===== src/rtl/mdu_pkg.sv =====
// mdu_pkg: shared types and constants for the iterative multiply/divide unit
package mdu_pkg;
  typedef enum logic [1:0] {OP_DIV, OP_DIVU, OP_MUL, OP_MULU} mdu_op_t;
  typedef enum logic [1:0] {IDLE, CALC, FIX} mdu_state_t;
  localparam int MDU_ITERS = 32;
  localparam int MDU_CNT_W = $clog2(MDU_ITERS);
endpackage


===== src/rtl/mdu_if.sv =====
// mdu_if: controller <-> mdu bundle; master drives operands/start strobes, slave returns busy/done/results
interface mdu_if #(parameter int WIDTH = 32) ();
  logic [WIDTH-1:0] a, b, hi_out, lo_out;
  logic div_start, divu_start, mul_start, mulu_start;
  logic busy, done, div_zero;
  modport master (output a, b, div_start, divu_start, mul_start, mulu_start,
                  input busy, done, hi_out, lo_out, div_zero);
  modport slave (input a, b, div_start, divu_start, mul_start, mulu_start,
                 output busy, done, hi_out, lo_out, div_zero);
endinterface


===== src/rtl/mdu_iter_step.sv =====
// mdu_iter_step: one radix-2 iteration; is_div selects restoring divide or shift-add multiply
// ports: rem (upper acc / remainder, WIDTH+1), low (multiplier / dividend word), opd (multiplicand / divisor)
//        rem_nx, mul_lo_nx (next low word for multiply), q_bit (quotient bit for divide)
module mdu_iter_step #(parameter int WIDTH = 32) (
  input  logic             is_div,
  input  logic [WIDTH:0]   rem,
  input  logic [WIDTH-1:0] low,
  input  logic [WIDTH-1:0] opd,
  output logic [WIDTH:0]   rem_nx,
  output logic [WIDTH-1:0] mul_lo_nx,
  output logic             q_bit
);
  logic [WIDTH:0]   sum, sh;
  logic [WIDTH+1:0] diff;
  assign sum = rem + {1'b0, opd & {WIDTH{low[0]}}};
  assign sh = {rem[WIDTH-1:0], low[WIDTH-1]};
  // borrow out of the trial subtract means the divisor did not fit
  assign diff = {1'b0, sh} - {2'b0, opd};
  assign q_bit = is_div & ~diff[WIDTH+1];
  assign rem_nx = is_div ? (q_bit ? diff[WIDTH:0] : sh) : {1'b0, sum[WIDTH:1]};
  assign mul_lo_nx = {sum[0], low[WIDTH-1:1]};
endmodule


===== src/rtl/mdu_unit.sv =====
// mdu_unit: iterative signed/unsigned multiply and divide, 34-cycle busy window
// ports: clk, rst_n (async active-low), io (mdu_if.slave: a, b, four start strobes in;
//        busy, done, hi_out, lo_out, div_zero out)
module mdu_unit import mdu_pkg::*; #(parameter int WIDTH = 32) (
  input logic  clk,
  input logic  rst_n,
  mdu_if.slave io
);
  mdu_state_t state, state_nx;
  mdu_op_t op, op_sel;
  logic [MDU_CNT_W-1:0] cnt;
  logic req, req_q, accept, is_div, sel_div, sel_signed, q_sign, r_sign, q_bit, dz;
  logic [WIDTH:0] rem, rem_nx;
  logic [WIDTH-1:0] low, mul_lo_nx, opd, a_raw, a_abs, b_abs, quo_fix, rem_fix;
  logic [2*WIDTH-1:0] prod, prod_fix;
  assign req = io.div_start | io.divu_start | io.mul_start | io.mulu_start;
  assign accept = req & ~req_q & (state == IDLE);
  assign io.busy = accept | (state != IDLE);
  assign op_sel = io.div_start ? OP_DIV : io.divu_start ? OP_DIVU : io.mul_start ? OP_MUL : OP_MULU;
  assign sel_div = io.div_start | io.divu_start;
  assign sel_signed = io.div_start | (~io.divu_start & io.mul_start);
  assign a_abs = (sel_signed & io.a[WIDTH-1]) ? -io.a : io.a;
  assign b_abs = (sel_signed & io.b[WIDTH-1]) ? -io.b : io.b;
  assign is_div = (op == OP_DIV) | (op == OP_DIVU);
  assign prod = {rem[WIDTH-1:0], low};
  assign prod_fix = q_sign ? -prod : prod;
  assign quo_fix = q_sign ? -low : low;
  assign rem_fix = r_sign ? -rem[WIDTH-1:0] : rem[WIDTH-1:0];
  assign dz = is_div & (opd == '0);
  mdu_iter_step #(.WIDTH(WIDTH)) u_step (
    .is_div(is_div), .rem(rem), .low(low), .opd(opd),
    .rem_nx(rem_nx), .mul_lo_nx(mul_lo_nx), .q_bit(q_bit)
  );
  always_comb
    state_nx = accept ? CALC
             : (state == CALC && cnt == MDU_CNT_W'(MDU_ITERS - 1)) ? FIX
             : (state == FIX) ? IDLE : state;
  always_ff @(posedge clk or negedge rst_n)
    if (!rst_n) state <= IDLE;
    else state <= state_nx;
  always_ff @(posedge clk or negedge rst_n)
    if (!rst_n) begin
      op <= OP_DIV;
      cnt <= '0;
      req_q <= 1'b0;
      rem <= '0;
      low <= '0;
      opd <= '0;
      a_raw <= '0;
      q_sign <= 1'b0;
      r_sign <= 1'b0;
      io.done <= 1'b0;
      io.hi_out <= '0;
      io.lo_out <= '0;
      io.div_zero <= 1'b0;
    end else begin
      req_q <= req;
      io.done <= state == FIX;
      if (accept) begin
        op <= op_sel;
        cnt <= '0;
        rem <= '0;
        low <= sel_div ? a_abs : b_abs;
        opd <= sel_div ? b_abs : a_abs;
        a_raw <= io.a;
        q_sign <= sel_signed & (io.a[WIDTH-1] ^ io.b[WIDTH-1]);
        r_sign <= sel_signed & io.a[WIDTH-1];
      end else if (state == CALC) begin
        cnt <= cnt + 1'b1;
        rem <= rem_nx;
        low <= is_div ? {low[WIDTH-2:0], q_bit} : mul_lo_nx;
      end
      if (state == FIX) begin
        // divide by zero reports the raw dividend and an all-ones quotient, unsigned
        io.hi_out <= is_div ? (dz ? a_raw : rem_fix) : prod_fix[2*WIDTH-1:WIDTH];
        io.lo_out <= is_div ? (dz ? '1 : quo_fix) : prod_fix[WIDTH-1:0];
        io.div_zero <= dz;
      end
    end
endmodule


===== src/flat_wrapper.sv =====
// flat-port wrapper written by rule: the top's interface ports become plain ports
module mdu_unit_flat import mdu_pkg::*;
#(parameter int WIDTH = 32)
  (clk, rst_n, io_a, io_b, io_div_start, io_divu_start, io_mul_start, io_mulu_start, io_busy, io_done, io_hi_out, io_lo_out, io_div_zero);
  mdu_if #(.WIDTH(WIDTH)) io_i ();
  input logic clk;
  input logic rst_n;
  input wire logic [$bits(io_i.a)-1:0] io_a;
  input wire logic [$bits(io_i.b)-1:0] io_b;
  input wire logic [$bits(io_i.div_start)-1:0] io_div_start;
  input wire logic [$bits(io_i.divu_start)-1:0] io_divu_start;
  input wire logic [$bits(io_i.mul_start)-1:0] io_mul_start;
  input wire logic [$bits(io_i.mulu_start)-1:0] io_mulu_start;
  output wire logic [$bits(io_i.busy)-1:0] io_busy;
  output wire logic [$bits(io_i.done)-1:0] io_done;
  output wire logic [$bits(io_i.hi_out)-1:0] io_hi_out;
  output wire logic [$bits(io_i.lo_out)-1:0] io_lo_out;
  output wire logic [$bits(io_i.div_zero)-1:0] io_div_zero;
  assign io_i.a = io_a;
  assign io_i.b = io_b;
  assign io_i.div_start = io_div_start;
  assign io_i.divu_start = io_divu_start;
  assign io_i.mul_start = io_mul_start;
  assign io_i.mulu_start = io_mulu_start;
  assign io_busy = io_i.busy;
  assign io_done = io_i.done;
  assign io_hi_out = io_i.hi_out;
  assign io_lo_out = io_i.lo_out;
  assign io_div_zero = io_i.div_zero;
  mdu_unit #(.WIDTH(WIDTH)) u_core (.clk(clk), .rst_n(rst_n), .io(io_i));
endmodule

===== config.mk =====
export PLATFORM = sky130hd
export DESIGN_NAME = mdu_unit_flat
export DESIGN_NICKNAME = d
export VERILOG_FILES = /design/src/rtl/mdu_pkg.sv /design/src/rtl/mdu_if.sv /design/src/rtl/mdu_iter_step.sv /design/src/rtl/mdu_unit.sv /design/src/flat_wrapper.sv
export SDC_FILE = /design/constraint.sdc
export NUM_CORES = 1
export LEC_CHECK = 0
export BUFFER_PORTS_ARGS = -buffer_cell sky130_fd_sc_hd__buf_2
export CAP_MARGIN = 10
export CORE_ASPECT_RATIO = 1.2
export CORE_UTILIZATION = 35
export CTS_BUF_LIST = sky130_fd_sc_hd__clkbuf_16
export DETAILED_ROUTE_END_ITERATION = 8
export PLACE_DENSITY_LB_ADDON = 0.15
export SETUP_SLACK_MARGIN = 0.5
export SLEW_MARGIN = 20
export SYNTH_ARGS = -nofsm -noshare
export SYNTH_HDL_FRONTEND = slang
export SYNTH_SLANG_ARGS = --single-unit

===== constraint.sdc =====
create_clock -name clk -period 9.6 [get_ports clk]
set_clock_uncertainty 0.1 [all_clocks]
set_input_delay 1.92 -clock clk [delete_from_list [all_inputs] [get_ports clk]]
set_output_delay 1.92 -clock clk [all_outputs]
set_load 0.02 [all_outputs]

## After elaboration in Yosys (flattened, before gate mapping)

Index checks and enable logic that the tools add are counted.

- Register bits: 207
- Latch bits: 0
- Bits in writable memories: 0
- ROM bits: 0
- Input port bits: 70
- Output and inout port bits: 67
- Logic and storage cells: 78
- Memories: 0

- $add $sub $neg: 8
- Multipliers: 0
- Div/mod/pow operators: 0
- Order comparisons: 0
- Eq/ne operators: 4
- Shift operators: 0
- Mux-type cells: 26
- Bitwise gates (word level): 19
- Reductions and logical operators: 7

Operator list:

| cell | number |
|---|---|
| $mux W32 | 13 |
| $mux W33 | 4 |
| $neg A32 Y32 | 4 |
| $mux W64 | 1 |
| $neg A64 Y64 | 1 |
| $sub A33 B32 Y34 | 1 |
| $add A33 B32 Y33 | 1 |
| $and A32 B32 Y32 | 1 |
| $logic_not A32 Y1 | 1 |
| $mux W2 | 5 |
| $mux W5 | 2 |
| $and A1 B1 Y1 | 8 |
| $or A1 B1 Y1 | 6 |
| $add A5 B1 Y5 const B | 1 |
| $eq A5 B5 Y1 const B | 1 |
| $eq A2 B1 Y1 const B | 2 |
| $logic_not A2 Y1 | 2 |
| $reduce_bool A2 Y1 | 2 |
| $not A1 Y1 | 3 |
| $reduce_bool A3 Y1 | 1 |
| $eq A2 B2 Y1 const B | 1 |
| $logic_and A1 B1 Y1 | 1 |
| $mux W1 | 1 |
| $xor A1 B1 Y1 | 1 |

## Depth between registers and ports, before layout

Gate-level depths: netlist (run 1).

- Depth in word-level cells: 7
- Depth in mapped cells: 15
- Depth with buffers taken out: 13

## Cells and area by module

From an unflattened synthesis (run 1), not the netlist that was laid out.

- Cell total of the unflattened synthesis: 2194
- Area total of the unflattened synthesis: 17478.0 um^2

By module, submodules not included:

| module | times used | cells an instance | area an instance (um^2) | sequential area each (um^2) |
|---|---|---|---|---|
| mdu_unit | 1 | 1532 | 12939.9 | 5154.9 |
| mdu_iter_step | 1 | 662 | 4538.1 | 0.0 |

## Worst setup path after synthesis (run 1)

No wires, ideal clock.

- Kind: input port to output port
- From: input io_div_start
- To: output io_busy
- Arrival: 2.912 ns
- Data required time: 7.580 ns
- Path slack: 4.668 ns
- Stages on the path: 4
- Buffers on the path: 1
- Cell sequence: or2_2 -> clkbuf_1 -> nor3_1 -> o21ai_0

- Word-level cells in the longest chain between the ends: 6

RTL lines:

| element | line | RTL |
|---|---|---|
| start, declared | flat_wrapper.sv:10 | `input wire logic [$bits(io_i.div_start)-1:0] io_div_start;` |
| $or A1 B1 Y1 (3 in a row) | mdu_unit.sv:16 | `assign req = io.div_start \| io.divu_start \| io.mul_start \| io.mulu_start;` |
| $and A1 B1 Y1 (2 in a row) | mdu_unit.sv:17 | `assign accept = req & ~req_q & (state == IDLE);` |
| $or A1 B1 Y1 | mdu_unit.sv:18 | `assign io.busy = accept \| (state != IDLE);` |
| end, declared | flat_wrapper.sv:14 | `output wire logic [$bits(io_i.busy)-1:0] io_busy;` |

Every way passes these cells.

## Worst setup path after layout (run 1)

Same ends and word-level chain as after synthesis.

==> summary.txt, run 1 <==
Status
  – Outcome: finished, final reports clean

Worst setup path
  – Crit Reg-Reg Endpoint: u_core.rem[0]
  – Slowest stage delay, CP: 0.77 ns
  – Crit path buf inv count: 2
  – Slowest cell on crit path: nor3_1
  – Critical Path Start: io_div_start
  – Crit. End Element: output port
  – CP startpoint kind: primary input
  – CP Class: primary input to output port
  – CP Depth: 5
  – R2R cell count: 11
  – CP Max Fanout: 44
  – Crit path cell chain: buf_2 > or2_2 > nor3_1 > o21ai_0 > buf_2
  – Required time of the critical path: 7.58 ns
  – Crit path to: io_busy
  – R2R setup slack: 5.10 ns
  – Worst flop-to-flop path startpoint: u_core.rem[10]
  – Delay-heaviest family, CP: simple AND/OR/NAND/NOR gates
  – CP most frequent cell: buf_2
  – Worst endpoint data arrival time: 3.89 ns

Clock network
  – Postcts setup bufs: 0
  – CTS sink count: 206
  – # H-tree levels: 1
  – Resized Gates After CTS: 0
  – Worst-path clk slew: 0.05 ns
  – CTS tree: built
  – Worst-Skew Late Latency: 0.58 ns
  – Clock buffer depth: 3
  – Total CTS buffers: 26
  – Root Buffer Master: clkbuf_16
  – Post-CTS Hold Fix Bufs: 0

Logic synthesis
  – Post-synthesis async set-or-reset flop share: 1.00
  – Syn Nets: 2280
  – EDFF count, synth: 0
  – Mean post-synth cell area: 7.74 um^2
  – Yosys warning count: 0
  – Cells after synthesis: 2138
  – Sequential share of the synthesized area: 0.312
  – Dominant synthesized flop cell: dfrtp_1
  – Synth Cell Area: 16500 um^2
  – Synthesized flop and latch total: 206
  – Synth cell types: 69

Floorplan
  – Die height: 240 um
  – Cell row count: 86
  – IO Pins: 137
  – Die Area: 48100 um^2
  – Die Wd: 200 um
  – Initial Utilization: 0.357
  – Core footprint: 46300 um^2

Global route
  – GRT Total Usage: 0.255
  – Global route overflow: 0
  – Via count of the first global-routing pass: 15409
  – Maximum number of pins on one net before global-route repair: 98
  – First-pass GRT wire length: 94800 um
  – Initial antenna violation count: 3

Final layout
  – Commonest non-fill, non-tap cell in the layout: nand2_1
  – Design Area, Final: 18500 um^2
  – Commonest non-fill, non-tap cells in the layout: 362 x nand2_1, 217 x o21ai_0, 203 x dfrtp_1, 164 x nor2_1, 150 x a21oi_1
  – Area growth, synth to finish: 11.6%
  – Nets: 2312
  – Final cell count without fillers: 2803
  – Fill cells: 4842
  – Share of layout cells above drive strength 1: 0.103

Power and ir drop
  – Maximum VDD drop: 0.151 mV
  – Reg power frac: 0.250
  – Cell Int Power: 3720 uW
  – Leakage: 0.00797 uW
  – Clock share of power: 0.128
  – Comb pwr share: 0.622
  – Sw Ratio: 0.513
  – NetSw: 3920 uW
  – Pwr Density: 414 nW/um^2

Route
  – Initial DRT Pass Iterations: 6
  – Residual DRC count: 0
  – Via count: 16034
  – Drt total wl: 62200 um
  – Antenna Nets Post-Route: 0
  – Drt wl/cell: 22.2 um
  – Vias per Instance: 5.72
  – DRT iter0 DRCs: 1134

STA
  – Worst setup margin: 3.69 ns
  – RSZ-0062 raised after global routing: false
  – Final-report max-slew violation count: 0
  – Min cycle time layout: 5.91 ns
  – F_max: 0.169 GHz
  – Setup violators final: 0
  – Relative slew margins: 0.299
  – Tightest Pin Transition: 1.05 ns
  – Hold Slack: 0.369 ns
  – Final hold vios: 0
  – Post-route setup TNS: 0 ns
  – Period utilization: 0.615

Place
  – IO buf count: 136
  – DP HPWL: 47500 um
  – Placed cell count: 2758
  – Post-Place Setup Slack: 3.65 ns
  – Placer Congestion: 0.929
  – Placed instance area: 17600 um^2

Worst hold path
  – Worst min-delay path class: flop to flop

Run
  – Maxcap violations: 0
## area by class of cell
class	instances	area, um^2	area share
Sequential cell	206	5160	0.280
Antenna cell	1	2.50	0.000136
Clock buffer	26	651	0.0352
Inverter	70	263	0.0142
Multi-Input combinational cell	1706	10600	0.572
Clock inverter	18	188	0.0102
Timing Repair Buffer	160	871	0.0472
Tap cell	616	771	0.0418
## how the worst min path moves through the flow
stage,from,cells after the start,to,slack [ns]
2_1_floorplan,u_core.a_raw[13],2,u_core.a_raw[13],0.35
3_3_place_gp,u_core.io.hi_out[18],1,u_core.io.hi_out[18],0.36
3_5_place_dp,u_core.a_raw[19],2,u_core.a_raw[19],0.36
4_1_cts,u_core.io.hi_out[10],1,u_core.io.hi_out[10],0.38
5_1_grt,u_core.io.lo_out[31],2,u_core.io.lo_out[31],0.40
6_report,u_core.io.hi_out[12],2,u_core.io.hi_out[12],0.37
## worst reg2reg max path: stages (launching register included)
cell,delay (ns)
dfrtp_1,0.60
ha_1,0.50
and4_1,0.28
nand2_1,0.11
a211oi_1,0.45
nor3_1,0.11
buf_4,0.19
o31ai_1,0.47
a211o_2,0.67
buf_4,0.41
a21oi_1,0.16
a221o_1,0.32
## power groups by stage
stage,sequential [uW],combinational [uW],clock (uW)
floorplan,1680,3530,0
global placement,1900,4690,0
detailed placement,1910,4720,0
CTS,1900,4750,1000
global route,1960,5260,1040
finish,1910,4760,981
## per-layer routing
metal	up-vias	global-route usage	wire [um]
li1	7639	-	-
met1	7782	0.324	26600
met2	515	0.443	30200
met3	96	0.0247	2900
met4	2	0.101	2450
met5	-	0	11
## cell usage after synthesis, types with 17 or more instances
cell type	n	area, um^2
xor2_1	117	1020
o31ai_1	31	233
or3_1	22	138
nand2_1	363	1360
nor3_1	29	145
nand4_1	18	113
nor4_1	29	181
a21o_1	28	210
inv_1	69	259
dfrtp_1	206	5150
a22oi_1	21	158
clkbuf_1	144	541
o211ai_1	63	473
ha_1	70	876
a21oi_1	150	751
xnor2_1	87	762
o21ai_0	217	1090
mux2i_1	56	561
o41ai_1	17	149
nor2_1	166	623
nand3_1	33	165
o221ai_1	36	315
## flip-flops by register name, indices dropped and copies added, names as in the netlist
signal	count
u_core.rem	33
u_core.a_raw	32
u_core.io.hi_out	32
u_core.io.lo_out	32
u_core.low	32
u_core.opd	32
u_core.cnt	5
u_core.state	2
u_core.io.div_zero	1
u_core.io.done	1
u_core.op	1
u_core.q_sign	1
u_core.r_sign	1
u_core.req_q	1
## logic make-up (layout without fill, tap and decap cells)
logic type | count (synthesis) | count (layout) | synth area share
and+or+nand+nor | 731 | 731 | 0.196
AOI/OAI and AO/OA | 643 | 643 | 0.243
buffers and inverters | 226 | 274 | 0.0524
DFF | 206 | 206 | 0.312
xor gates and xnor gates | 204 | 204 | 0.108
adders and majority gates | 72 | 72 | 0.0554
muxes | 56 | 56 | 0.0339
other | 0 | 1 | 0
## per-stage QoR
stage / power (uW) / utilization
2_1_floorplan: 5210 / -
3_3_place_gp: 6590 / 0.381
3_5_place_dp: 6630 / 0.381
4_1_cts: 7650 / 0.399
5_1_grt: 8260 / 0.399
6_report: 7650 / 0.399
Note: power is estimated with default switching activity, not from simulation.
==> run 2, diff against run 1 <==
ABC_AREA = 1   (was default)
clock period = 5.38 ns   (was 9.6 ns; I/O delays follow)
==> summary.txt, run 2 <==
Clock network
  – Postcts setup bufs: 0 (unchanged)
  – Worst-path clk slew: 0.06 ns (was 0.05 ns)
  – Root Buffer Master: clkbuf_16 (unchanged)
  – Resized Gates After CTS: 0 (unchanged)
  – CTS tree: built (unchanged)
  – CTS sink count: 206 (unchanged)
  – Post-CTS Hold Fix Bufs: 0 (unchanged)
  – Worst-Skew Late Latency: 0.58 ns (about the same)
  – Clock buffer depth: 3 (unchanged)
  – Total CTS buffers: 26 (unchanged)
  – # H-tree levels: 1 (unchanged)

Logic synthesis
  – Syn Nets: 3624 (was 2280)
  – Synth Cell Area: 20600 um^2 (was 16500 um^2)
  – Cells after synthesis: 3482 (was 2138)
  – Most frequent cell after synthesis: nand2_1 (unchanged)
  – Largest area contributor in the netlist: dfrtp_1 (unchanged)
  – Yosys warning count: 0 (unchanged)
  – Top cell types by occurrence after synthesis: 1206 x nand2_1, 484 x inv_1, 358 x nor2_1 (was 363 x nand2_1, 217 x o21ai_0, 206 x dfrtp_1)
  – Synth cell types: 59 (was 69)
  – EDFF count, synth: 0 (unchanged)
  – Sequential share of the synthesized area: 0.251 (was 0.312)
  – Largest cells by area after synthesis: dfrtp_1 25%, nand2_1 22%, inv_1 8.8% (was dfrtp_1 31%, nand2_1 8.2%, o21ai_0 6.6%)
  – Synthesized flop and latch total: 206 (unchanged)
  – Mean post-synth cell area: 5.91 um^2 (was 7.74 um^2)
  – Yosys top cell area share: 0.251 (was 0.312)
  – Post-synthesis async set-or-reset flop share: 1.00 (unchanged)
  – Dominant synthesized flop cell: dfrtp_1 (unchanged)

Worst setup path
  – Crit path to: u_core.rem[24] (was io_busy)
  – Crit. End Element: flop (was output port)
  – Critical Path Start: u_core.rem[6] (was io_div_start)
  – Required time of the critical path: 5.76 ns (was 7.58 ns)
  – Worst endpoint data arrival time: 3.78 ns (was 3.89 ns)
  – CP Max Fanout: 32 (was 44)
  – Crit Reg-Reg Endpoint: u_core.rem[24] (was u_core.rem[0])
  – CP Depth: 16 (was 5)
  – Crit path buf inv count: 2 (unchanged)
  – Crit path cell chain: ha_1 > nand2_2 > inv_1 > nand2_1 > nand2_1 > inv_2 > nand3_2 > nand2_4 > nand2_4 > nand2_4 > nand2_4 > nand2_4 > nand2_1 > nand2_1 > nand3_1 > nand2_1 (was buf_2 > or2_2 > nor3_1 > o21ai_0 > buf_2)
  – Delay-heaviest family, CP: simple AND/OR/NAND/NOR gates (unchanged)
  – CP Class: flop to flop (was primary input to output port)
  – R2R cell count: 16 (was 11)
  – R2R setup slack: 1.99 ns (was 5.10 ns)
  – Worst flop-to-flop path startpoint: u_core.rem[6] (was u_core.rem[10])
  – Slowest cell on crit path: dfrtp_1 (was nor3_1)
  – CP startpoint kind: flop (was primary input)
  – Slowest stage delay, CP: 0.83 ns (was 0.77 ns)

Final layout
  – Max FFs per register: 33 (unchanged)
  – Nets: 3699 (was 2312)
  – Final cell count without fillers: 4311 (was 2803)
  – Sequential cell area: 5160 um^2 (about the same)
  – Share of layout cells above drive strength 1: 0.0864 (was 0.103)
  – Largest register by flop count: u_core.rem (unchanged)
  – Commonest non-fill, non-tap cells in the layout: 1206 x nand2_1, 488 x inv_1, 358 x nor2_1, 307 x nand3_1, 204 x dfrtp_1 (was 362 x nand2_1, 217 x o21ai_0, 203 x dfrtp_1, 164 x nor2_1, 150 x a21oi_1)
  – Commonest non-fill, non-tap cell in the layout: nand2_1 (unchanged)
  – Multi-input gate area: 12900 um^2 (was 10600 um^2)
  – Area growth, synth to finish: 9.66% (was 11.6%)
  – Fill cells: 6549 (was 4842)
  – Diodes inserted: 0 (was 1)

Run
  – Maxcap violations: 0 (unchanged)

Global route
  – Global route overflow: 0 (unchanged)
  – Via count of the first global-routing pass: 21956 (was 15409)
  – Maximum number of pins on one net before global-route repair: 106 (was 98)
  – GRT Total Usage: 0.309 (was 0.255)
  – Initial antenna violation count: 2 (was 3)
  – First-pass GRT wire length: 138000 um (was 94800 um)

Route
  – Residual DRC count: 0 (unchanged)
  – Via count: 22974 (was 16034)
  – Wl on met1: 39100 um (was 26600 um)
  – Drt total wl: 93100 um (was 62200 um)
  – Initial DRT Pass Iterations: 7 (was 6)
  – DRT iter0 DRCs: 2350 (was 1134)
  – Metal2 WL: 41100 um (was 30200 um)
  – Drt wl/cell: 21.6 um (was 22.2 um)
  – Uppermost layer routed: met4 (was met5)
  – Antenna Nets Post-Route: 0 (unchanged)
  – WL met3: 6770 um (was 2900 um)
  – Vias per Instance: 5.33 (was 5.72)

STA
  – Tightest Pin Transition: 1.02 ns (was 1.05 ns)
  – Final-report max-slew violation count: 0 (unchanged)
  – Period utilization: 0.631
  – Final hold vios: 0 (unchanged)
  – RSZ-0062 raised after global routing: false (unchanged)
  – Relative slew margins: 0.319 (was 0.299)
  – Hold Slack: 0.374 ns (was 0.369 ns)
  – Post-route setup TNS: 0 ns (unchanged)
  – Setup violators final: 0 (unchanged)
  – Min cycle time layout: 3.39 ns
  – F_max: 0.295 GHz
  – Worst setup margin: 1.99 ns (was 3.69 ns)

Place
  – DP HPWL: 73600 um (was 47500 um)
  – Placed cell count: 4264 (was 2758)
  – Placer Congestion: 1.01 (was 0.929)
  – IO buf count: 136 (unchanged)
  – Post-Place Setup Slack: 1.71 ns (was 3.65 ns)

Power and ir drop
  – Pwr Density: 596 nW/um^2 (was 414 nW/um^2)
  – Maximum VDD drop: 0.256 mV (was 0.151 mV)
  – Leakage: 0.0118 uW (was 0.00797 uW)
  – Total power: 13400 uW (was 7650 uW)

Floorplan
  – IO Pins: 137 (unchanged)
  – Core footprint: 57700 um^2 (was 46300 um^2)
  – Die Wd: 223 um (was 200 um)
  – Initial Utilization: 0.357 (about the same)
  – Cell row count: 96 (was 86)
  – Die height: 268 um (was 240 um)
  – Die Area: 59700 um^2 (was 48100 um^2)

Worst hold path
  – Worst min-delay path class: flop to flop (unchanged)

Status
  – Outcome: finished, final reports clean (unchanged)
-- run 2: changes by cell type in the layout (fill, tap and decap cells not counted), moves of 28 or more --
cell	change
inv_1	+414
nor2_1	+194
nand4_1	+31
nand3_1	+274
nand2_1	+844
a21o_1	-28
xnor2_1	-66
mux2i_1	-56
o21ai_0	-44
o221ai_1	-35
xor2_1	-49
-- run 2: how the worst min path moves through the flow --
| stage | start | to | slack, ns | depth (start not counted) |
|---|---|---|---|---|
| 3_3_place_gp | u_core.io.hi_out[14] | u_core.io.hi_out[14] | 0.36 | 2 |
| 3_5_place_dp | u_core.io.hi_out[14] | u_core.io.hi_out[14] | 0.36 | 2 |
| 4_1_cts | u_core.io.hi_out[14] | u_core.io.hi_out[14] | 0.38 | 2 |
| 2_1_floorplan | u_core.a_raw[23] | u_core.a_raw[23] | 0.35 | 2 |
| 5_1_grt | u_core.io.hi_out[14] | u_core.io.hi_out[14] | 0.39 | 2 |
| 6_report | u_core.io.hi_out[14] | u_core.io.hi_out[14] | 0.37 | 2 |
-- run 2: stage by stage --
step	cell area, um^2	util
final	22600	0.391
after global routing	22600	0.391
after CTS	22600	0.391
after detailed placement	21800	0.378
after global placement	21800	0.378
after floorplan	20600	-
-- run 2: layout make-up --
| class | count | area share |
|---|---|---|
| inverters | 503 | 0.0839 |
| well taps | 735 | 0.0408 |
| repair buffers | 164 | 0.0405 |
| clock buffers | 27 | 0.0300 |
| flip-flops and latches | 206 | 0.229 |
| multi-input cells | 2656 | 0.572 |
| clock inverters | 20 | 0.00399 |
-- run 2: kinds of logic after synthesis --
family	Yosys count	share of synthesized area
AND/OR/NAND/NOR	2048	0.423
buffers and inverters	620	0.123
XOR/XNOR	89	0.0379
adder cells (fa/ha/maj)	72	0.0445
AO/OA/AOI/OAI	447	0.121
flip-flops	206	0.251
-- run 2: layer usage --
metal	vias to the layer above	track usage
met2	987	0.495
li1	11182	-
met5	-	0
met3	213	0.0395
met4	0	0.182
met1	10592	0.399
-- run 2: worst reg2reg max path: cells and delay by family, from the launching register on --
family,cells,cell delay (ns)
AND/OR/NAND/NOR,13,1.87
buffers and inverters,2,0.12
flip-flops,1,0.83
adder cells (fa/ha/maj),1,0.42
-- run 2: where the power goes --
group          internal, uW  switching [uW]  total, uW
combinational          2680            6080       8760
clock                   898             735       1630
sequential             2000            1060       3060
total                  5570            7870      13400
==> run 3, diff against run 2 <==
clock period = 3.28 ns   (was 5.38 ns; I/O delays follow)
==> summary.txt, run 3 (same netlist as run 2, synthesis figures left out) <==
Status
  – Outcome: finished, final reports clean (unchanged)

Place
  – DP HPWL: 77000 um (was 73600 um)
  – Placed instance area: 22300 um^2 (was 21800 um^2)
  – Placer Congestion: 1.04 (was 1.01)
  – IO buf count: 136 (unchanged)

Worst setup path
  – Crit path cell chain: buf_6 > nand2_1 > inv_1 > ha_2 > nand2_1 > nor2_1 > nand3_1 > nand3b_1 > nand2_1 > nand3_1 > nand2_1 > nor2_1 > nor2_1 > nand2_1 > nand2_1 (was ha_1 > nand2_2 > inv_1 > nand2_1 > nand2_1 > inv_2 > nand3_2 > nand2_4 > nand2_4 > nand2_4 > nand2_4 > nand2_4 > nand2_1 > nand2_1 > nand3_1 > nand2_1)
  – CP Max Fanout: 10 (was 32)
  – Crit. End Element: flop (unchanged)
  – CP Class: flop to flop (unchanged)
  – R2R setup slack: 0.56 ns (was 1.99 ns)
  – Worst endpoint data arrival time: 3.06 ns (was 3.78 ns)
  – Required time of the critical path: 3.62 ns (was 5.76 ns)
  – Slowest cell on crit path: dfrtp_1 (unchanged)
  – Worst flop-to-flop path startpoint: u_core.low[0] (was u_core.rem[6])
  – R2R cell count: 15 (was 16)
  – Crit Reg-Reg Endpoint: u_core.rem[26] (was u_core.rem[24])
  – CP most frequent cell: nand2_1
  – CP startpoint kind: flop (unchanged)
  – Slowest stage delay, CP: 0.43 ns (was 0.83 ns)

STA
  – F_max: 0.368 GHz (was 0.295 GHz)
  – Post-route setup TNS: 0 ns (unchanged)
  – Setup violators final: 0 (unchanged)
  – Final hold vios: 0 (unchanged)
  – Min cycle time layout: 2.72 ns (was 3.39 ns)
  – Final-report max-slew violation count: 0 (unchanged)
  – Period utilization: 0.829 (was 0.631)
  – Hold Slack: 0.304 ns (was 0.374 ns)
  – Tightest Pin Transition: 0.800 ns (was 1.02 ns)
  – RSZ-0062 raised after global routing: true (was false)
  – Relative slew margins: 0.467 (was 0.319)

Worst hold path
  – Hold path cells: 3 (was 2)
  – Worst min-delay path class: primary input to flop (was flop to flop)
  – WHS Endpoint: u_core.req_q (was u_core.io.hi_out[14])
  – Hold path start: io_mulu_start (was u_core.io.hi_out[14])

Final layout
  – Commonest non-fill, non-tap cells in the layout: 1193 x nand2_1, 487 x inv_1, 349 x nor2_1, 306 x nand3_1, 203 x dfrtp_1 (was 1206 x nand2_1, 488 x inv_1, 358 x nor2_1, 307 x nand3_1, 204 x dfrtp_1)
  – Largest register by flop count: u_core.rem (unchanged)
  – Max FFs per register: 33 (unchanged)
  – Sequential cell area: 5160 um^2 (about the same)
  – Post-layout util: 0.406 (was 0.391)
  – Nets: 3762 (was 3699)
  – Design Area, Final: 23400 um^2 (was 22600 um^2)
  – Area growth, synth to finish: 13.9% (was 9.66%)
  – Commonest non-fill, non-tap cell in the layout: nand2_1 (unchanged)
  – Share of layout cells above drive strength 1: 0.118 (was 0.0864)
  – Fill cells: 6621 (was 6549)
  – Multi-input gate area: 13100 um^2 (was 12900 um^2)

Floorplan
  – Die Area: 59700 um^2 (unchanged)
  – Core footprint: 57700 um^2 (unchanged)
  – Cell row count: 96 (unchanged)
  – Initial Utilization: 0.357 (unchanged)
  – IO Pins: 137 (unchanged)
  – Die Wd: 223 um (unchanged)
  – Die height: 268 um (unchanged)

Clock network
  – Worst-Skew Late Latency: 0.59 ns (was 0.58 ns)
  – # H-tree levels: 1 (unchanged)
  – Root Buffer Master: clkbuf_16 (unchanged)
  – CTS sink count: 206 (unchanged)
  – Worst-path clk slew: 0.06 ns (about the same)
  – Total CTS buffers: 27 (was 26)
  – CTS tree: built (unchanged)
  – Clock buffer depth: 3 (unchanged)

Route
  – Initial DRT Pass Iterations: 7 (unchanged)
  – Antenna Nets Post-Route: 0 (unchanged)
  – DRT iter0 DRCs: 2256 (was 2350)
  – Residual DRC count: 0 (unchanged)
  – Drt total wl: 95800 um (was 93100 um)
  – Via count: 23482 (was 22974)
  – Vias per Instance: 5.37 (was 5.33)
  – Drt wl/cell: 21.9 um (was 21.6 um)

Power and ir drop
  – Maximum VDD drop: 0.464 mV (was 0.256 mV)
  – Total power: 23200 uW (was 13400 uW)
  – Leakage: 0.0121 uW (was 0.0118 uW)
  – Pwr Density: 991 nW/um^2 (was 596 nW/um^2)

Global route
  – GRT Total Usage: 0.317 (was 0.309)
  – Met3 usage: 0.0380 (was 0.0395)
  – First-pass GRT wire length: 141000 um (was 138000 um)
  – Global Route met2 Usage: 0.515 (was 0.495)
  – Grt peak-use layer: met2 (unchanged)
  – Via count of the first global-routing pass: 22341 (was 21956)
  – Maximum number of pins on one net before global-route repair: 141 (was 106)
  – Met1 GRT Util: 0.411 (was 0.399)
  – Initial antenna violation count: 2 (unchanged)
  – Global route overflow: 0 (unchanged)

Run
  – Maxcap violations: 0 (unchanged)
## run 3: worst max-delay path by stage
stage	from	endpoint	slack, ns	cells after the start
6_report	u_core.low[0]	u_core.rem[26]	0.56	15
5_1_grt	u_core.low[0]	u_core.rem[26]	0.47	15
4_1_cts	u_core.low[0]	u_core.rem[17]	0.53	13
3_5_place_dp	io_a[1]	u_core.opd[22]	0.38	11
3_3_place_gp	io_a[1]	u_core.opd[22]	0.39	11
2_1_floorplan	u_core.low[0]	u_core.rem[31]	0.75	21
## run 3: repair_timing
item / CTS / global route
setup endpoints to repair: 0 / 32
endpoints found under the hold margin: 20 / 0
setup buffers: 0 / 3
resized for setup: 0 / 68
hold buffers: 1 / 0
## run 3: cell type report
cell class                      count  area share
Inverter                          503      0.0808
Sequential cell                   206       0.220
Antenna cell                        1    0.000107
Clock buffer                       27      0.0289
Tap cell                          735      0.0393
Clock inverter                     22     0.00759
Timing Repair Buffer              226      0.0620
Multi-Input combinational cell   2656       0.561
## run 3: routing by layer
metal	wire length, um	part of all wire
met5	0	0
met4	5670	0.059
met3	6960	0.073
met2	43300	0.45
met1	39900	0.42
## run 3: where the power goes
group          total (uW)  internal [uW]  switching [uW]
clock                2950           1660            1290
sequential           4290           3300             989
combinational       16000           4990           11000
## run 3: per-stage QoR
| step | instances | setup WS, ns |
|---|---|---|
| floorplan | 3482 | 0.755 |
| global route | 4375 | 0.472 |
| CTS | 4372 | 0.529 |
| detailed placement | 4322 | 0.383 |
| global placement | 4322 | 0.386 |
| finish | 4376 | 0.559 |
## run 3: critical path, delay by kind of cell (launching register included)
family	cells	cell delay (ns)
simple gates	12	1.37
fa+ha+maj	1	0.41
flops	1	0.43
buf+inv	2	0.28
